$ cat src/rtl/block_ctrl.sv
// Falling-piece motion controller: spawns a sprite, applies per-frame gravity, moves,
// rotation and hard drop, and pulses landed when the piece reaches the floor.
module block_ctrl #(
  parameter int unsigned FIELD_LEFT   = 192,
  parameter int unsigned FIELD_RIGHT  = 448,
  parameter int unsigned FIELD_TOP    = 0,
  parameter int unsigned FIELD_BOTTOM = 480,
  parameter int unsigned SPAWN_X      = 304,
  parameter int unsigned STEP         = 8,
  parameter int unsigned GRAV_TICKS   = 30
) (
  input  logic        clk,
  input  logic        reset,
  input  logic        refr_tick,
  input  logic        btn_left,
  input  logic        btn_right,
  input  logic        btn_rot,
  input  logic        btn_drop,
  input  logic        spawn,
  input  logic [1:0]  piece_in,
  output logic [10:0] x0,
  output logic [10:0] y0,
  output logic [3:0]  ctrl,
  output logic        active,
  output logic        landed
);

  localparam int unsigned GW = (GRAV_TICKS > 1) ? $clog2(GRAV_TICKS) : 1;

  localparam logic [11:0] LEFT_MIN  = 12'(FIELD_LEFT + STEP);
  localparam logic [11:0] RIGHT_MAX = 12'(FIELD_RIGHT - 32);
  localparam logic [11:0] BOTTOM    = 12'(FIELD_BOTTOM);
  localparam logic [11:0] STEP12    = 12'(STEP);
  localparam logic [10:0] STEP11    = 11'(STEP);
  localparam logic [GW-1:0] GRAV_LAST = GW'(GRAV_TICKS - 1);

  // Button vector bit order: {left, right, rot, drop}
  localparam int unsigned BL = 3;
  localparam int unsigned BR = 2;
  localparam int unsigned BT = 1;
  localparam int unsigned BD = 0;

  typedef enum logic [0:0] {StIdle, StFall} state_e;

  state_e          state_q, state_d;
  logic [10:0]     x0_q, x0_d, y0_q, y0_d;
  logic [3:0]      ctrl_q, ctrl_d;
  logic            landed_q, landed_d;
  logic [GW-1:0]   grav_q, grav_d;
  logic            drop_q, drop_d;
  logic [3:0]      prev_q, prev_d;
  logic [3:0]      pend_q, pend_d;

  logic [3:0]      btns, edges, req;
  logic            drop_eff, descend;

  assign btns  = {btn_left, btn_right, btn_rot, btn_drop};
  assign edges = btns & ~prev_q;
  assign req   = pend_q | edges;

  always_ff @(posedge clk) begin
    if (reset) begin
      state_q  <= StIdle;
      x0_q     <= 11'(SPAWN_X);
      y0_q     <= 11'(FIELD_TOP);
      ctrl_q   <= 4'd0;
      landed_q <= 1'b0;
      grav_q   <= '0;
      drop_q   <= 1'b0;
      // Held buttons at reset release must not register as edges
      prev_q   <= 4'hF;
      pend_q   <= 4'h0;
    end else begin
      state_q  <= state_d;
      x0_q     <= x0_d;
      y0_q     <= y0_d;
      ctrl_q   <= ctrl_d;
      landed_q <= landed_d;
      grav_q   <= grav_d;
      drop_q   <= drop_d;
      prev_q   <= prev_d;
      pend_q   <= pend_d;
    end
  end

  always_comb begin
    state_d  = state_q;
    x0_d     = x0_q;
    y0_d     = y0_q;
    ctrl_d   = ctrl_q;
    landed_d = 1'b0;
    grav_d   = grav_q;
    drop_d   = drop_q;
    prev_d   = btns;
    pend_d   = pend_q;
    drop_eff = drop_q | req[BD];
    descend  = drop_eff | (grav_q == GRAV_LAST);

    unique case (state_q)
      StIdle: begin
        pend_d = 4'h0;
        if (spawn) begin
          x0_d    = 11'(SPAWN_X);
          y0_d    = 11'(FIELD_TOP);
          ctrl_d  = {piece_in, 2'b00};
          grav_d  = '0;
          drop_d  = 1'b0;
          state_d = StFall;
        end
      end
      StFall: begin
        if (refr_tick) begin
          pend_d = 4'h0;
          if (req[BT]) ctrl_d[1:0] = ctrl_q[1:0] + 2'd1;
          if (req[BL] && !req[BR]) begin
            if ({1'b0, x0_q} >= LEFT_MIN) x0_d = x0_q - STEP11;
          end else if (req[BR] && !req[BL]) begin
            if ({1'b0, x0_q} + STEP12 <= RIGHT_MAX) x0_d = x0_q + STEP11;
          end
          drop_d = drop_eff;
          if (descend) begin
            grav_d = '0;
            if ({1'b0, y0_q} + 12'd32 + STEP12 <= BOTTOM) begin
              y0_d = y0_q + STEP11;
            end else begin
              landed_d = 1'b1;
              drop_d   = 1'b0;
              state_d  = StIdle;
            end
          end else begin
            grav_d = grav_q + 1'b1;
          end
        end else begin
          pend_d = pend_q | edges;
        end
      end
      default: state_d = StIdle;
    endcase
  end

  assign x0     = x0_q;
  assign y0     = y0_q;
  assign ctrl   = ctrl_q;
  assign active = (state_q == StFall);
  assign landed = landed_q;

endmodule

$ cat config.mk
export PLATFORM = sky130hd
export DESIGN_NAME = block_ctrl
export DESIGN_NICKNAME = d
export VERILOG_FILES = /design/src/rtl/block_ctrl.sv
export SDC_FILE = /design/constraint.sdc
export NUM_CORES = 1
export LEC_CHECK = 0
export BUFFER_PORTS_ARGS = -buffer_cell sky130_fd_sc_hd__buf_2
export CAP_MARGIN = 20
export CELL_PAD_IN_SITES_DETAIL_PLACEMENT = 1
export CELL_PAD_IN_SITES_GLOBAL_PLACEMENT = 2
export CORE_MARGIN = 10
export CORE_UTILIZATION = 34
export DETAILED_ROUTE_END_ITERATION = 10
export HOLD_SLACK_MARGIN = 0.06
export PLACE_DENSITY = 0.85
export SETUP_SLACK_MARGIN = 0.1
export SYNTH_ARGS = -nofsm -noshare
export SYNTH_HDL_FRONTEND = slang
export SYNTH_SLANG_ARGS = --single-unit
$ cat constraint.sdc
create_clock -name clk -period 3.9 [get_ports clk]
set_input_delay 0.78 -clock clk [delete_from_list [all_inputs] [get_ports clk]]
set_output_delay 0.78 -clock clk [all_outputs]
set_load 0.1 [all_outputs]
# --- Yosys cells after proc, flatten, opt, wreduce, memory -nomap -nowiden ---
# Index checks and enable logic that the tools add are counted.
totals:
  register_bits: 42
  inputBits: 10
  out_inout_bits: 28
  elab_cells: 81
classes:
  n_addsub: 8
  magnitude_cmp: 3
  eq_ne: 9
  n_mux: 33
  bitwise: 8
  reduce_logical: 10
ops:
  columns: ["cell", "n"]
  rows:
  - ["$mux 11", 10]
  - ["$pmux 11 s2", 2]
  - ["$le 12x9->1 const B", 2]
  - ["$add 11x4->11 const B", 2]
  - ["$mux 5", 3]
  - ["$add 11x4->12 const B", 1]
  - ["$add 11x6->12 const B", 1]
  - ["$add 12x4->12 const B", 1]
  - ["$ge 11x8->1 const B", 1]
  - ["$sub 11x4->11 const B", 1]
  - ["$pmux 5 s2", 1]
  - ["$mux 1", 9]
  - ["$pmux 4 s2", 1]
  - ["$mux 2", 3]
  - ["$ne 2x1->1 const B", 3]
  - ["$ne 3x1->1 const B", 2]
  - ["$add 5x1->5 const B", 1]
  - ["$eq 5x5->1 const B", 1]
  - ["$reduce_and 5->1", 1]
  - ["$and 4x4->4", 1]
  - ["$mux 4", 1]
  - ["$ne 2x2->1 const B", 2]
  - ["$not 4->4", 1]
  - ["$or 4x4->4", 1]
  - ["other kinds (12)", 19]

# --- Depth between registers and ports, before layout ---
logic_depth:
  word_depth: 9
  depth_mapped: 10
  ltp_nobuf: 10

# --- Worst setup path before layout ---
# Ideal clock, no wire load.
synth_timing:
  kind: "in2reg"
  startpoint: "input btn_left"
  endpoint: "register x0_q[10], in the netlist x0[10]"
  setup_ps: 126
  arrival_ps: 2761
  required_time_ps: 3774
  path_slack_ps: 1013
  path_stages: 10
  path_buffers: 0
  path_cell_list: "nor2b_1 -> o221ai_1 -> inv_1 -> ha_1 -> a21oi_1 -> o211ai_1 -> o41ai_1 -> xnor2_1 -> a41oi_1 -> o22ai_1"
synth_via:
  elab_chain_len: 6
  word_cells_on_any_way: 12
  classes_between: "eq/ne: 3; mux: 3; bitwise: 2; reduce/logical: 4"
synth_lines:
  columns: ["item", "line_no", "text"]
  rows:
  - ["start, declared", "15", "input logic btn_left,"]
  - ["$and 4x4->4 (*)", "58", "assign edges = btns & ~prev_q;"]
  - ["$or 4x4->4 (*)", "59", "assign req = pend_q | edges;"]
  - ["$logic_not 1->1 or $logic_and 1x1->1 (tied branches)", "117, 115", null]
  - ["$logic_and 1x1->1 or $mux 11 (tied branches)", "117, 115", null]
  - ["$ne 3x1->1 (no line) or $mux 11 (tied branches)", null, null]
  - ["$reduce_and 5->1 (no line) or $pmux 11 s2 (tied branches)", null, null]
  - ["end signal, assigned", "64", "x0_q <= 11'(SPAWN_X);"]
  - ["end, declared", "46", "logic [10:0] x0_q, x0_d, y0_q, y0_d;"]
# Every way passes the cells marked *; elsewhere a longest branch is shown, timed or not. The select of a mux whose other input is x is not followed.
# A chain may end at the register's enable or synchronous reset.

# --- Worst setup path in the final report ---
# Same ends and word-level chain as after synthesis.

==> qor.txt <==
Initial antenna violation count -> 0
Top_reg_cell synth -> dfxtp_1
RD Place Congestion -> 0.837
Area Growth Syn to Fin -> 13.8%
CTS tree -> built
Wire per inst -> 15.8 um
Vias in the first global route -> 1790
Post-Synthesis Cell Area -> 1950 um2
Post-route setup TNS -> 0 ns
DR top layer -> met4
CP startpoint -> btn_left
FP Rows -> 27
Clk_lat worst skew -> 0.29 ns
Vias per inst -> 5.20
Fillers -> 699
Clock root buffer -> clkbuf_8
Slew @ Worst Pin -> 0.679 ns
CP bufs+invs -> 2
Worst setup SP type -> input pin
Setup bufs post-CTS -> 0
I/O pin cnt -> 38
Wire length on met3 -> 238 um
Post-DP HPWL -> 3950 um
Crit path max-delay family -> compound AO/OA/AOI/OAI gates
M1 WL -> 2550 um
Antenna Nets Post-Route -> 0
Syn Inst Count -> 235
TritonRoute pass-1 iters -> 4
Post-synth EDFFs -> 0
Vias -> 1747
Maxcap violations -> 0
Hold Crit Class -> register to register
CP max FO -> 6
Required time at the worst-slack endpoint -> 4.07 ns
Yosys Warn Count -> 0
CTS Buffer Depth -> 2
Synth Area per Inst -> 8.28 um2
FF-to-FF Start -> prev_q[3]$_SDFF_PP1_
Critical path arrival -> 3.21 ns
Post-CTS Hold Fix Bufs -> 0
Routed met2 length -> 2440 um
Final Skew -> 0.00477 ns
Final setup violation count -> 0
Levels on crit path -> 11
Commonest cells after routing, fill and taps aside -> dfxtp_1 (36), buf_2 (31), nand2_1 (21), nor2_1 (21), a21oi_1 (19)
Antenna Cells -> 0
Post-synthesis sequential element count -> 36
Initial DRC count -> 64
Register area share after synthesis -> 37.0%
Outcome -> finished, final reports clean
Total GRT Usage -> 12.1%
CP max-delay cell -> o221ai_1
Crit path time final -> 3.04 ns
CP endpoint kind -> register
Initial Util -> 35.1%
Final worst slack -> 0.863 ns
Die extent in y -> 95.7 um
Nets@finish -> 283
Largest net degree at the start of global routing -> 19
R2R depth -> 10
R2r endpoint -> x0[10]$_SDFFE_PP0P_
# H-tree levels -> 2
Num CTS Buffers -> 5
Crit Path Class -> input pin to register
Fin. Hold Viols -> 0
First-pass GRT wire length -> 8890 um
Die Wd -> 95.7 um
# DRC -> 0
RSZ-0062 raised after global routing -> false
WHS -> 0.462 ns
Setup WS pre-CTS -> 0.607 ns
Final Power -> 0.773 mW
Yosys cell types -> 52
Share of cells above drive strength 1 -> 17.4%
Pwr Density -> 349 nW/um2
Fin. max-slew vios -> 0
Static Leak -> 0.986 nW
Clk sinks -> 36
R2R setup slack -> 1.19 ns
Core ar. -> 5540 um2
I/O Buffers -> 31
Most common cell after layout, fill and taps aside -> dfxtp_1
Fmax -> 329 MHz
Period utilisation layout -> 77.9%
Gates resized, CTS repair -> 0
Max-slew headroom -> 54.6%
Die ar. -> 9150 um2
Total Wirelength -> 5310 um
Max VDD drop -> 128 uV
CP Capture Point -> x0[10]$_SDFFE_PP0P_
Crit-path cells -> buf_2, nor2b_1, o221ai_1, inv_1, ha_1, a21oi_1, o211ai_1, o41ai_1, xnor2_1, a41oi_1, o22ai_1
Async SR Flop Fraction -> 0%
Slowest cell delay on critical path -> 0.42 ns
CTS clock-pin slew for the worst setup and hold paths -> 0.08 ns
Grt total ovfl -> 0
[synthesized netlist by cell type, types with 2 or more instances]
| library cell | instances | share of area, % |
|---|---|---|
| nand4_1 | 2 | 0.64 |
| ha_1 | 9 | 5.8 |
| xor2_1 | 4 | 1.8 |
| nand2_1 | 21 | 4.0 |
| o211ai_1 | 4 | 1.5 |
| and3_1 | 6 | 1.9 |
| nor2b_1 | 8 | 2.6 |
| dfxtp_1 | 36 | 37 |
| a21oi_1 | 19 | 4.9 |
| nor3_1 | 4 | 1.0 |
| o211a_1 | 2 | 1.0 |
| o311ai_0 | 2 | 0.90 |
| or2_2 | 2 | 0.64 |
| clkbuf_1 | 7 | 1.3 |
| nand3_1 | 14 | 3.6 |
| o21bai_1 | 2 | 0.77 |
| xnor2_1 | 6 | 2.7 |
| nand2b_1 | 2 | 0.64 |
| buf_4 | 7 | 2.7 |
| nor3b_1 | 2 | 0.77 |
| a21o_1 | 2 | 0.77 |
| and2_1 | 2 | 0.64 |
| nor2_1 | 21 | 4.0 |
| o21ai_0 | 5 | 1.3 |
| inv_1 | 18 | 3.5 |
| o221ai_1 | 2 | 0.90 |
[metal layers]
| metal | global-route usage (%) | vias up |
|---|---|---|
| li1 | - | 869 |
| met1 | 15.3 | 839 |
| met2 | 19.6 | 30 |
| met3 | 2.67 | 9 |
| met4 | 4.67 | 0 |
| met5 | 0 | - |
[final cells by class]
class	instances	area [um2]	area share, %
flip-flops and latches	36	721	32.5
clock buffers	5	68.8	3.11
clock inverters	3	18.8	0.847
well taps	72	90.1	4.07
repair buffers	31	155	7.01
inverters	18	67.6	3.05
multi-input cells	171	1090	49.4
[worst reg2reg max path, cell delays in order, from the launching register on]
cell      delay [ns]
dfxtp_1         0.34
nor2b_1         0.06
o221ai_1        0.42
inv_1           0.25
ha_1            0.33
a21oi_1         0.20
o211ai_1        0.15
o41ai_1         0.37
xnor2_1         0.15
a41oi_1         0.23
o22ai_1         0.10
[registers in the layout, indices dropped and copies added (netlist names)]
name / count
prev_q: 4
x0: 8
pend_q: 4
landed: 1
grav_q: 5
active: 1
ctrl: 4
y0: 8
drop_q: 1
[power by group]
part           leakage (nW)  switching [mW]  internal, mW  total, mW
registers             0.292         0.00779         0.375      0.382
logic                 0.646          0.0964        0.0265      0.123
clock network        0.0479           0.143         0.125      0.268
total                 0.986           0.247         0.526      0.773
[cell families after synthesis]
family | Yosys count | synth area share, %
and+or+nand+nor | 89 | 22.5
AOI/OAI and AO/OA | 53 | 19.3
DFF | 36 | 37.0
buffers and inverters | 33 | 7.78
adders and majority gates | 10 | 6.81
xor gates and xnor gates | 10 | 4.50
muxes | 3 | 1.86
other | 1 | 0.193
[through the flow]
step                      area [um2]  cells  utilization [%]
after floorplan                 1970    240                -
after global placement          2130    328             38.4
after detailed placement        2130    328             38.4
after CTS                       2210    336             40.0
after global routing            2210    336             40.0
final                           2210    336             40.0
[worst min-delay path by stage]
stage / depth (start not counted) / from / end
2_1_floorplan: 2 / pend_q[1]$_SDFF_PP0_ / pend_q[1]$_SDFF_PP0_
3_3_place_gp: 2 / ctrl[2]$_SDFFE_PP0P_ / ctrl[2]$_SDFFE_PP0P_
3_5_place_dp: 2 / pend_q[1]$_SDFF_PP0_ / pend_q[1]$_SDFF_PP0_
4_1_cts: 2 / ctrl[2]$_SDFFE_PP0P_ / ctrl[2]$_SDFFE_PP0P_
5_1_grt: 2 / pend_q[1]$_SDFF_PP0_ / pend_q[1]$_SDFF_PP0_
6_report: 2 / pend_q[1]$_SDFF_PP0_ / pend_q[1]$_SDFF_PP0_
Note: power is estimated with default switching activity, not from simulation.
